$ cat src/rtl/ap_ctrl_pkg.sv
// ap_ctrl_pkg: array mode codes, command opcodes and sequencer states shared by ap_array_seq.
package ap_ctrl_pkg;
   localparam logic [2:0] MODE_IDLE   = 3'd0;
   localparam logic [2:0] MODE_ROW    = 3'd1;
   localparam logic [2:0] MODE_COL    = 3'd2;
   localparam logic [2:0] MODE_COPY_B = 3'd3;
   localparam logic [2:0] MODE_COPY_R = 3'd4;
   localparam logic [2:0] MODE_COPY_A = 3'd5;
   localparam logic [2:0] MODE_RST0   = 3'd6;
   typedef enum logic [2:0] {
      OP_NOP, OP_WR_ROWS, OP_WR_COLS, OP_RD_ROWS, OP_RD_COLS, OP_COPY_A, OP_COPY_B, OP_CLEAR
   } op_e;
   typedef enum logic [2:0] {S_IDLE, S_WRITE, S_READ, S_DRAIN, S_ONESHOT} state_e;
endpackage

$ cat src/rtl/ap_rd_lat_pipe.sv
// ap_rd_lat_pipe: RD_LAT-deep valid/last shift register tracking reads in flight through the array.
module ap_rd_lat_pipe #(
   parameter int RD_LAT = 2
)(
   input  logic clk,
   input  logic rst,
   input  logic flush,
   input  logic in_valid,
   input  logic in_last,
   output logic out_valid,
   output logic out_last
);
   logic [RD_LAT-1:0] v, l;
   always_ff @(posedge clk or posedge rst) begin
      if (rst) begin
         v <= '0;
         l <= '0;
      end else if (flush) begin
         v <= '0;
         l <= '0;
      end else begin
         v <= RD_LAT'({v, in_valid});
         l <= RD_LAT'({l, in_last});
      end
   end
   assign out_valid = v[RD_LAT-1];
   assign out_last  = l[RD_LAT-1];
endmodule

$ cat src/rtl/ap_array_seq.sv
// ap_array_seq: one-command-at-a-time sequencer owning the control inputs of an AP register array.
// Define AP_SEQ_ABORT_EN to add cmd_abort, which cuts a running write or read short.
module ap_array_seq
   import ap_ctrl_pkg::*;
#(
   parameter int DATA_WIDTH     = 4,
   parameter int DATA_DEPTH     = 4,
   parameter int ADDR_WIDTH_CAM = 8,
   parameter int BUS_W          = 4,
   parameter int RD_LAT         = 2
)(
   input  logic                      clk,
   input  logic                      rst,
`ifdef AP_SEQ_ABORT_EN
   input  logic                      cmd_abort,
`endif
   input  logic                      cmd_valid,
   output logic                      cmd_ready,
   input  logic [2:0]                cmd_op,
   input  logic                      wr_valid,
   output logic                      wr_ready,
   input  logic [BUS_W-1:0]          wr_data,
   output logic                      rd_valid,
   output logic                      rd_last,
   output logic [BUS_W-1:0]          rd_data,
   output logic                      busy,
   output logic [2:0]                input_mode,
   output logic                      rstIn,
   output logic [ADDR_WIDTH_CAM-1:0] addr_input_Row,
   output logic [ADDR_WIDTH_CAM-1:0] addr_input_Col,
   output logic [ADDR_WIDTH_CAM-1:0] addr_output_Row,
   output logic [ADDR_WIDTH_CAM-1:0] addr_output_Col,
   output logic [DATA_WIDTH-1:0]     Ip_row,
   output logic [DATA_DEPTH-1:0]     Ip_col,
   input  logic [DATA_WIDTH-1:0]     Q_out_row,
   input  logic [DATA_DEPTH-1:0]     Q_out_col
);
   localparam logic [ADDR_WIDTH_CAM-1:0] ROW_PARK = ADDR_WIDTH_CAM'(DATA_DEPTH + 3);
   localparam logic [ADDR_WIDTH_CAM-1:0] COL_PARK = ADDR_WIDTH_CAM'(DATA_WIDTH + 3);
   state_e                    state;
   op_e                       op;
   logic [ADDR_WIDTH_CAM-1:0] k;
   logic abort, is_row, st_wr, st_rd, st_dr, st_os, wr_fire, at_last, pv, pl;
   op_e  new_op;
`ifdef AP_SEQ_ABORT_EN
   assign abort = cmd_abort;
`else
   assign abort = 1'b0;
`endif
   assign new_op  = op_e'(cmd_op);
   assign is_row  = (op == OP_WR_ROWS) || (op == OP_RD_ROWS);
   assign st_wr   = state == S_WRITE;
   assign st_rd   = state == S_READ;
   assign st_dr   = state == S_DRAIN;
   assign st_os   = state == S_ONESHOT;
   assign wr_fire = st_wr && wr_valid && !abort;
   assign at_last = k == (is_row ? ADDR_WIDTH_CAM'(DATA_DEPTH - 1) : ADDR_WIDTH_CAM'(DATA_WIDTH - 1));
   always_ff @(posedge clk or posedge rst) begin
      if (rst) begin
         state <= S_IDLE;
         op    <= OP_NOP;
         k     <= '0;
      end else begin
         case (state)
            S_IDLE: if (cmd_valid) begin
               op    <= new_op;
               k     <= '0;
               state <= (new_op == OP_WR_ROWS || new_op == OP_WR_COLS) ? S_WRITE :
                        (new_op == OP_RD_ROWS || new_op == OP_RD_COLS) ? S_READ  :
                        (new_op == OP_NOP) ? S_IDLE : S_ONESHOT;
            end
            S_WRITE: if (abort) begin
               state <= S_IDLE;
               k     <= '0;
            end else if (wr_valid) begin
               state <= at_last ? S_IDLE : S_WRITE;
               k     <= at_last ? '0 : k + 1'b1;
            end
            S_READ: begin
               state <= (at_last || abort) ? S_DRAIN : S_READ;
               k     <= (at_last || abort) ? '0 : k + 1'b1;
            end
            // RD_LAT+1 drain cycles so the final return beat lands inside DRAIN
            S_DRAIN: begin
               state <= (k == ADDR_WIDTH_CAM'(RD_LAT)) ? S_IDLE : S_DRAIN;
               k     <= (k == ADDR_WIDTH_CAM'(RD_LAT)) ? '0 : k + 1'b1;
            end
            default: state <= S_IDLE;
         endcase
      end
   end
   assign cmd_ready       = state == S_IDLE;
   assign busy            = state != S_IDLE;
   assign wr_ready        = st_wr;
   assign input_mode      = (st_wr || st_rd || st_dr) ? (is_row ? MODE_ROW : MODE_COL) :
                            st_os ? ((op == OP_COPY_A) ? MODE_COPY_A :
                                     (op == OP_COPY_B) ? MODE_COPY_B : MODE_RST0) : MODE_IDLE;
   assign rstIn           = st_wr ? !wr_fire : st_os ? (op == OP_CLEAR) : 1'b1;
   assign addr_input_Row  = (st_wr && is_row) ? k : '0;
   assign addr_input_Col  = (st_wr && !is_row) ? k : '0;
   assign addr_output_Row = (st_rd && is_row) ? k : ROW_PARK;
   assign addr_output_Col = (st_rd && !is_row) ? k : COL_PARK;
   assign Ip_row          = (st_wr && is_row) ? wr_data[DATA_WIDTH-1:0] : '0;
   assign Ip_col          = (st_wr && !is_row) ? wr_data[DATA_DEPTH-1:0] : '0;
   ap_rd_lat_pipe #(.RD_LAT(RD_LAT)) u_pipe (
      .clk      (clk),
      .rst      (rst),
      .flush    (state == S_IDLE),
      .in_valid (st_rd),
      .in_last  (st_rd && (at_last || abort)),
      .out_valid(pv),
      .out_last (pl)
   );
   always_ff @(posedge clk or posedge rst) begin
      if (rst) begin
         rd_valid <= 1'b0;
         rd_last  <= 1'b0;
         rd_data  <= '0;
      end else begin
         rd_valid <= pv;
         rd_last  <= pl;
         rd_data  <= !pv ? '0 : is_row ? BUS_W'(Q_out_row) : BUS_W'(Q_out_col);
      end
   end
endmodule
$ cat config.mk
export PLATFORM = sky130hd
export DESIGN_NAME = ap_array_seq
export DESIGN_NICKNAME = d
export VERILOG_FILES = /design/src/rtl/ap_ctrl_pkg.sv /design/src/rtl/ap_rd_lat_pipe.sv /design/src/rtl/ap_array_seq.sv
export SDC_FILE = /design/constraint.sdc
export NUM_CORES = 1
export LEC_CHECK = 0
export CORE_AREA = 3 3 55 77
export DETAILED_ROUTE_END_ITERATION = 16
export DIE_AREA = 0 0 58 80
export GPL_TIMING_DRIVEN = 0
export HOLD_SLACK_MARGIN = 0.08
export PLACE_DENSITY = 0.94
export SETUP_SLACK_MARGIN = 0.2
export SLEW_MARGIN = 0
export SYNTH_ARGS = -nofsm -noshare
export SYNTH_HDL_FRONTEND = slang
export SYNTH_HIERARCHICAL = 1
export SYNTH_SLANG_ARGS = --single-unit
export TNS_END_PERCENT = 20
$ cat constraint.sdc
create_clock -name clk -period 3 [get_ports clk]
set_clock_uncertainty 0.05 [all_clocks]
set_input_delay 0.9 -clock clk [delete_from_list [all_inputs] [get_ports clk]]
set_output_delay 0.9 -clock clk [all_outputs]
set_load 0.05 [all_outputs]
# Word level (Yosys, flattened, before mapping)

Index checks and enable logic that the tools add are counted.

Eq/ne operators: 17
Add/sub/neg operators: 1
Reduce and logical (&&, ||, !) cells: 20
Muxes and demuxes: 31

Operators with widths:

| operator            | count |
|---|---|
| $mux 8              | 8 |
| $pmux 8 s4          | 1 |
| $mux 3              | 9 |
| $eq 8x2->1 const B  | 2 |
| $mux 4              | 4 |
| $eq 3x2->1 const B  | 5 |
| $eq 3x3->1 const B  | 5 |
| $pmux 3 s4          | 1 |
| $eq 3x1->1 const B  | 3 |
| $add 8x1->8 const B | 1 |
| $mux 2              | 4 |
| $logic_and 1x1->1   | 6 |
| $logic_not 3->1     | 2 |
| $logic_or 1x1->1    | 5 |
| $mux 1              | 4 |
| $ne 2x2->1 const B  | 2 |
| $reduce_and 2->1    | 2 |
| $reduce_bool 4->1   | 1 |
| $reduce_and 3->1    | 1 |
| $reduce_bool 3->1   | 1 |
| $logic_not 1->1     | 2 |

Output and inout bits: 53
Logic and storage cells: 77
Bits in registers: 24

# Longest topological paths before layout

Gate-level depths: netlist of the first run.

Depth after elaboration: 6
Depth in mapped cells: 6

# Hierarchy

The synthesis of the first run kept the hierarchy.

By module, submodules not included:

| module         | area an instance (um^2) | cells an instance | instances |
|---|---|---|---|
| ap_array_seq   | 1,485.2                 | 188               | 1 |
| ap_rd_lat_pipe | 128.9                   | 9                 | 1 |

# Worst setup path before layout of the first run

No wires, ideal clock.

Path kind: reg-to-output
From: register state[0]
To: output input_mode[1]
Stages on the path, launching flop included: 6
Arrival: 3,041 ps
Data required time: 2,050 ps
Setup slack: -991 ps
Cells stage by stage: dfrtp_1 > buf_4 > nor3_1 > inv_1 > nand2_1 > a21oi_1

Cells in the longest elaborated chain, start to end: 4
Elaborated cells on any way between the ends: 8
Classes of those cells: 4 x eq/ne; 2 x mux; 2 x reduce/logical

Ends and longest elaborated chain:

| item                                     | RTL line                               | text |
|---|---|---|
| from (decl)                              | ap_array_seq.sv:40                     | `state_e state;` |
| from (signal assigned)                   | ap_array_seq.sv:68                     | `state <= (new_op == OP_WR_ROWS \|\| new_op == OP_WR_COLS) ? S_WRITE :` |
| from (signal assigned)                   | ap_array_seq.sv:76                     | `state <= at_last ? S_IDLE : S_WRITE;` |
| from (signal assigned)                   | ap_array_seq.sv:80                     | `state <= (at_last \|\| abort) ? S_DRAIN : S_READ;` |
| $eq 3x1->1 or $eq 3x2->1 (tied branches) | ap_array_seq.sv:52, ap_array_seq.sv:53 |  |
| $logic_or 1x1->1 (2 in series)           | ap_array_seq.sv:95                     | `assign input_mode = (st_wr \|\| st_rd \|\| st_dr) ? (is_row ? MODE_ROW : MODE_COL) :` |
| $mux 3 *                                 | ap_array_seq.sv:95                     |  |
| to (decl)                                | ap_array_seq.sv:27                     | `output logic [2:0] input_mode,` |

Mark *: on every way between the ends. The rest lies on a longest branch, timed or not.

# Final worst setup path of the first run

From: register state[0]
To: output wr_ready

Cells in the longest elaborated chain, start to end: 1

Ends and longest elaborated chain:

| item       | RTL line           | text |
|---|---|---|
| $eq 3x1->1 | ap_array_seq.sv:52 | `assign st_wr = state == S_WRITE;` |
| to (decl)  | ap_array_seq.sv:21 | `output logic wr_ready,` |

Every way passes these cells.

==> metrics.cfg, run 1 <==
[clock_network]
cts_hold_buf=0
cts_buffers=3
clock_latency_ns=0.27
clk_pin_slew_ns=0.09
cts_setup_buffers=0
root_buffer=clkbuf_8
clk_path_buf_depth=2
cts_num_sinks=24
cts_tree=yes
cts_max_level=1

[die]
io_pins=72
rows=26
core_area_um2=3640
fp.dieW_um=58
start_util_pct=44.3
fp.dieH_um=80
fp.dieArea_um2=4640

[critical_path]
crit_slowest_cell=clkdlybuf4s15_1
cp_num_buf_inv=2
critPathArrivalTime_ns=1.86
critPathTopFamily=buffers and inverters
required_ns=2.05
critical_path_class=reg -> out
end_kind=primary output
startpoint_type=flop
crit_chain=or3b_4, inv_1, clkdlybuf4s15_1
critPathMaxStageDelay_ns=0.53
critPathMaxFanout=9

[pwr]
seq_power_share_pct=23.1
finalPower_w=0.00201
p_sw_share_pct=52.2
power.switching_w=0.00105
vdd_drop_max_mv=0.773
powerDensity_nw_per_um2=847
pwr-share-clk_pct=14.3
internal_power_w=0.000959
cellLeakagePower_nw=1.13
comb_power_share_pct=62.6

[routing]
drc=0
wl_met2_um=2700
wl_per_cell_um=16.0
drt-total-wl_um=5020
vias=1781
top_layer=met4
ant_nets=0
initialDrtViolationCount=81
wl_met1_um=1810
dr_wl_met3_um=402
dr.pass1.iters=4
vias_per_cell=5.67

[logic_synthesis]
syn_area_per_cell_um2=8.19
ys_seq_elements=24
yosysSeqAreaShare_pct=37.2
async_reset_ff_share_pct=100
synth-edff-count=0
syn-instance-count=197
synth_cell_types=48
ys_warn_count=6
ys.flop_type=dfrtp_1
syn_area_um2=1610
synth_nets=218

[timing]
rsz0062_at_grt=true
setup_ws_ns=0.191
min_period_ns=2.81
tightest_slew_ns=0.789
max-slew-margin-rel_pct=47.3
setup_viol=0
fmax_ghz=0.356
fin_crit_sh_pct=93.6
maxSlewViolCount=0
finalHoldViolCount=0

[cells_and_area]
final_core_util_pct=65.0
layout-drive-gt1-share_pct=30.1
postLayoutCellArea_um2=2370
synthToLayoutAreaGrowth_pct=46.8
fin_nets=294
n_antenna_cell=0

[grt]
grt_pass1_wl_um=8380
grt_pass1_vias=1772
antenna_found_initial=0
grt_usage_pct=22.8
grt_max_degree=21
grt_overflow=0

[worst_hold_path]
worstHoldPathType=reg -> reg

[outcome]
status=finished, final reports clean

[place]
routabilityCongestion=0.935
place_hpwl_um=3840
place_area_um2=2390
portBuffers=71
dp_slack_ns=-0.431

[flow_run]
max_cap_violations=0

[routing by layer]
layer  up-vias  GRT usage (%)
met3        12           4.05
met1       837           25.9
met2        88           41.2
li1        844              -
met5         -              0
met4         0           9.28
[synthesized netlist by cell type, drive strengths merged (2+ instances only)]
cell type,count,share of area [%]
dfrtp,24,37
nand2,22,5.1
nor3,16,5.0
and2,14,5.4
inv,13,3.0
nor2,11,2.6
and3,9,3.5
o21ai,8,2.5
clkbuf,7,1.7
or3,7,3.2
a21oi,6,1.9
a31oi,5,1.9
buf,5,2.2
nand3,5,1.6
nor2b,5,1.9
a21boi,4,1.9
a22oi,3,1.7
mux2,3,2.1
o31ai,3,1.4
ha,2,1.6
nor3b,2,0.93
o211ai,2,0.93
o22ai,2,0.78
or3b,2,1.1
[cell families after synthesis]
group | Yosys count | synth area share (%)
AO/OA/AOI/OAI | 40 | 16.6
flip-flops | 24 | 37.2
multiplexers | 4 | 2.71
buffers and inverters | 25 | 6.98
adder cells (fa/ha/maj) | 2 | 1.55
AND/OR/NAND/NOR | 101 | 34.4
XOR/XNOR | 1 | 0.543
[cell type report]
type | count | area [um2]
plain buffers | 12 | 83.8
clock buffers | 3 | 41.3
clock inverters | 1 | 30.0
fillers | 330 | 1270
inverters | 13 | 48.8
multi-input cells | 148 | 952
flip-flops and latches | 24 | 602
well taps | 42 | 52.6
repair buffers | 71 | 559
[placed cells by master, fill, tap and decap left out, drive strengths merged, types with 9 or more instances in the layout]
| cell | netlist | layout |
|---|---|---|
| and2 | 14 | 14 |
| and3 | 9 | 9 |
| buf | 5 | 46 |
| clkbuf | 7 | 10 |
| clkdlybuf4s50 | 0 | 23 |
| dfrtp | 24 | 24 |
| inv | 13 | 13 |
| nand2 | 22 | 22 |
| nor2 | 11 | 11 |
| nor3 | 16 | 16 |
[power by group through the flow]
stage	combinational [W]	sequential (W)	clock [W]
floorplan	0.000869	0.000456	0
global placement	0.00122	0.000455	0
detailed placement	0.00124	0.000460	0
CTS	0.00123	0.000457	0.000291
global route	0.00135	0.000472	0.000305
finish	0.00126	0.000463	0.000287
[flip-flops by register name, summed over array words and instances, names as in the netlist]
name,count
k,8
op,3
rd_data,4
rd_last,1
rd_valid,1
state,3
u_pipe/l,2
u_pipe/v,2
[worst register-to-register path, cell delays in order (launching register included)]
cell	delay [ns]
dfrtp_1	0.48
ha_1	0.22
clkbuf_1	0.19
nor2b_1	0.18
o211ai_1	0.28
nand2_1	0.25
a22oi_1	0.24
[final timing paths]
path,start,slack [ns],endpoint,cells past startpoint
setup / recovery,state[0]$_DFFE_PP0P_,0.19,wr_ready,3
hold / removal,u_pipe/l[1]$_DFF_PP0_,0.32,rd_last$_DFF_PP0_,0
setup reg to reg,k[1]$_DFFE_PP0P_,1.04,k[5]$_DFFE_PP0P_,6
hold reg to reg,u_pipe/l[1]$_DFF_PP0_,0.32,rd_last$_DFF_PP0_,0
max in group asynchronous,rst,1.29,state[0]$_DFFE_PP0P_,2
min in group asynchronous,rst,0.78,u_pipe/l[0]$_DFF_PP0_,2
[what timing repair did]
item                       4_1_cts  5_1_grt
resized for setup              247       27
hold endpoints to repair         0        0
gates cloned                     0        0
setup endpoints to repair       47       35
[per-stage QoR]
step                      cells  TNS (ns)  hold slack [ns]
after floorplan             197    -0.722            0.281
after CTS                   314   -0.0700            0.326
after global placement      310     -6.35            0.283
after global routing        314         0            0.326
after detailed placement    310     -7.87            0.308
final                       314         0            0.323
No activity file was read; power rests on OpenSTA's default activity.
==> run 2: changes to the inputs <==
CTS_CLUSTER_DIAMETER = 200   (was default)
==> results of run 2 <==
The final DEF is identical to that of run 1; final timing and power are the same.
==> run 3: changes to the inputs <==
CORE_AREA = 5 5 57 79   (was 3 3 55 77)
DIE_AREA = 0 0 62 84   (was 0 0 58 80)
GPL_TIMING_DRIVEN = 1   (was 0)
PLACE_DENSITY = default   (was 0.94)
PLACE_DENSITY_LB_ADDON = 0.25   (was default)
==> metrics.cfg, run 3 (synthesized netlist as in run 1, its figures left out) <==
[critical_path]
critPathTopFamily=buffers and inverters
crit_chain=clkdlybuf4s50_1, a31oi_1, or2_2, buf_6
cp_num_buf_inv=2  ; unchanged
cp.depth=4  ; +1
startpoint_type=primary input
r2r-start=state[0]$_DFFE_PP0P_
crit_slowest_cell=clkdlybuf4s50_1
critPathMaxFanout=3  ; -6
end_kind=primary output
cp-startpoint=wr_valid
critPathArrivalTime_ns=1.93  ; +0.07 ns
critical_path_class=in -> out
critPathMaxStageDelay_ns=0.50  ; -0.03 ns
rr_worst_depth=6  ; unchanged
required_ns=2.05  ; about the same

[clock_network]
cts_buffers=3  ; unchanged
cts_hold_buf=0  ; unchanged
clk_path_buf_depth=2  ; unchanged
root_buffer=clkbuf_8
clk_pin_slew_ns=0.09  ; about the same
cts_max_level=1  ; unchanged
clock_latency_ns=0.28  ; about the same
cts_tree=yes
cts_num_sinks=24  ; unchanged

[cells_and_area]
postLayoutCellArea_um2=2920  ; +23%
multi_input_area_um2=945  ; -0.79%
reg_top3=k: 8 flops, rd_data: 4 flops
final_common_cell=buf_12
ff_latch_area_um2=601  ; -0.21%
fill_cells=254  ; -23%
largest_reg_flops=8  ; unchanged
layout-drive-gt1-share_pct=32.2  ; +2.1 points
n_antenna_cell=0  ; unchanged
fin_nets=298  ; +1.4%
largest-register=k
final_cell_mix=buf_12, clkdlybuf4s50_1, dfrtp_1
final_core_util_pct=77.2  ; +12 points
synthToLayoutAreaGrowth_pct=80.9

[die]
io_pins=72  ; unchanged
fp.dieArea_um2=5210  ; +12%
fp.dieW_um=62  ; +6.9%
fp.dieH_um=84  ; +5.0%
rows=27  ; +3.8%
start_util_pct=42.7  ; -1.6 points
core_area_um2=3780  ; +3.8%

[routing]
vias_per_cell=5.56  ; -2.0%
initialDrtViolationCount=64  ; -21%
ant_nets=0  ; unchanged
dr.pass1.iters=5  ; +1
drc=0  ; unchanged
wl_per_cell_um=16.8  ; +5.2%
drt-total-wl_um=5360  ; +6.9%
vias=1774  ; -0.39%

[grt]
grt_usage_pct=20.8  ; -2.0 points
grt_max_degree=21  ; unchanged
antenna_found_initial=0  ; unchanged
grt_overflow=0  ; unchanged
grt_pass1_wl_um=8320  ; -0.66%
grt_pass1_vias=1713  ; -3.3%

[outcome]
status=finished, final reports clean

[place]
portBuffers=71  ; unchanged
place_area_um2=2720  ; +14%
place_hpwl_um=4060  ; +5.9%
routabilityCongestion=0.916  ; -2.0%

[timing]
tightest_slew_ns=0.804  ; +0.0151 ns
rsz0062_at_grt=true
finalHoldViolCount=0  ; unchanged
max-slew-margin-rel_pct=46.3  ; -1.0 points
setup_viol=0  ; unchanged
fmax_ghz=0.347  ; -2.5%
min_period_ns=2.88  ; +0.0718 ns
fin_crit_sh_pct=96.0  ; +2.4 points
maxSlewViolCount=0  ; unchanged

[pwr]
powerDensity_nw_per_um2=760  ; -10%
vdd_drop_max_mv=0.801  ; +3.6%
cellLeakagePower_nw=1.27  ; +12%

[worst_hold_path]
whs_path_depth=0  ; unchanged
min_from=u_pipe/l[1]$_DFF_PP0_
worstHoldPathType=reg -> reg

[flow_run]
max_cap_violations=0  ; unchanged

-- run 3: cell count changes in the layout (fill, tap and decap cells not counted), moves of 2 or more --
cell             change
clkdlybuf4s15_2      -3
buf_2               -29
clkbuf_2             -5
buf_6                -4
buf_4               +12
dlygate4sd2_1        -2
buf_12              +36
-- run 3: area by class of cell --
cell class              instances  area share, %
repair buffers                 87           41.1
multi-input cells             148           32.3
flip-flops and latches         24           20.6
well taps                      43           1.84
inverters                      13           1.67
clock buffers                   3           1.41
clock inverters                 1           1.03
-- run 3: path summary, 6_finish.rpt --
check,endpoint,slack [ns]
min,rd_last$_DFF_PP0_,0.31
max reg2reg,k[7]$_DFFE_PP0P_,0.95
max in group asynchronous,k[3]$_DFFE_PP0P_,1.34
min in group asynchronous,u_pipe/l[1]$_DFF_PP0_,0.77
min reg2reg,rd_last$_DFF_PP0_,0.31
max,rstIn,0.12
-- run 3: stage by stage --
| step | total power (W) | instances | setup TNS [ns] | hold WS (ns) | setup slack (ns) |
|---|---|---|---|---|---|
| 2_1_floorplan | 0.00133 | 197 | -0.722 | 0.281 | -0.0902 |
| 3_3_place_gp | 0.00179 | 305 | 0 | 0.285 | 0.107 |
| 6_report | 0.00222 | 319 | 0 | 0.307 | 0.119 |
| 5_1_grt | 0.00234 | 319 | 0 | 0.341 | 0.0988 |
| 4_1_cts | 0.00214 | 311 | 0 | 0.308 | 0.124 |
| 3_5_place_dp | 0.00181 | 305 | 0 | 0.287 | 0.104 |
-- run 3: metal layers --
| layer | vias to the layer above | wire length (um) | track usage (%) |
|---|---|---|---|
| met2 | 103 | 2800 | 35.8 |
| met1 | 807 | 1990 | 24.7 |
| li1 | 851 | - | - |
| met5 | - | 0 | 0 |
| met4 | 0 | 110 | 6.76 |
| met3 | 13 | 467 | 4.02 |
-- run 3: timing repair --
| item | in CTS | in global routing |
|---|---|---|
| pin swaps | 0 | 2 |
| setup buffers | 2 | 8 |
| resized for setup | 11 | 5 |
| endpoints found under the setup margin | 40 | 13 |
-- run 3: power breakdown --
part | switching [W] | internal [W]
registers | 0.0000955 | 0.000384
clock network | 0.000112 | 0.000179
logic | 0.000880 | 0.000568
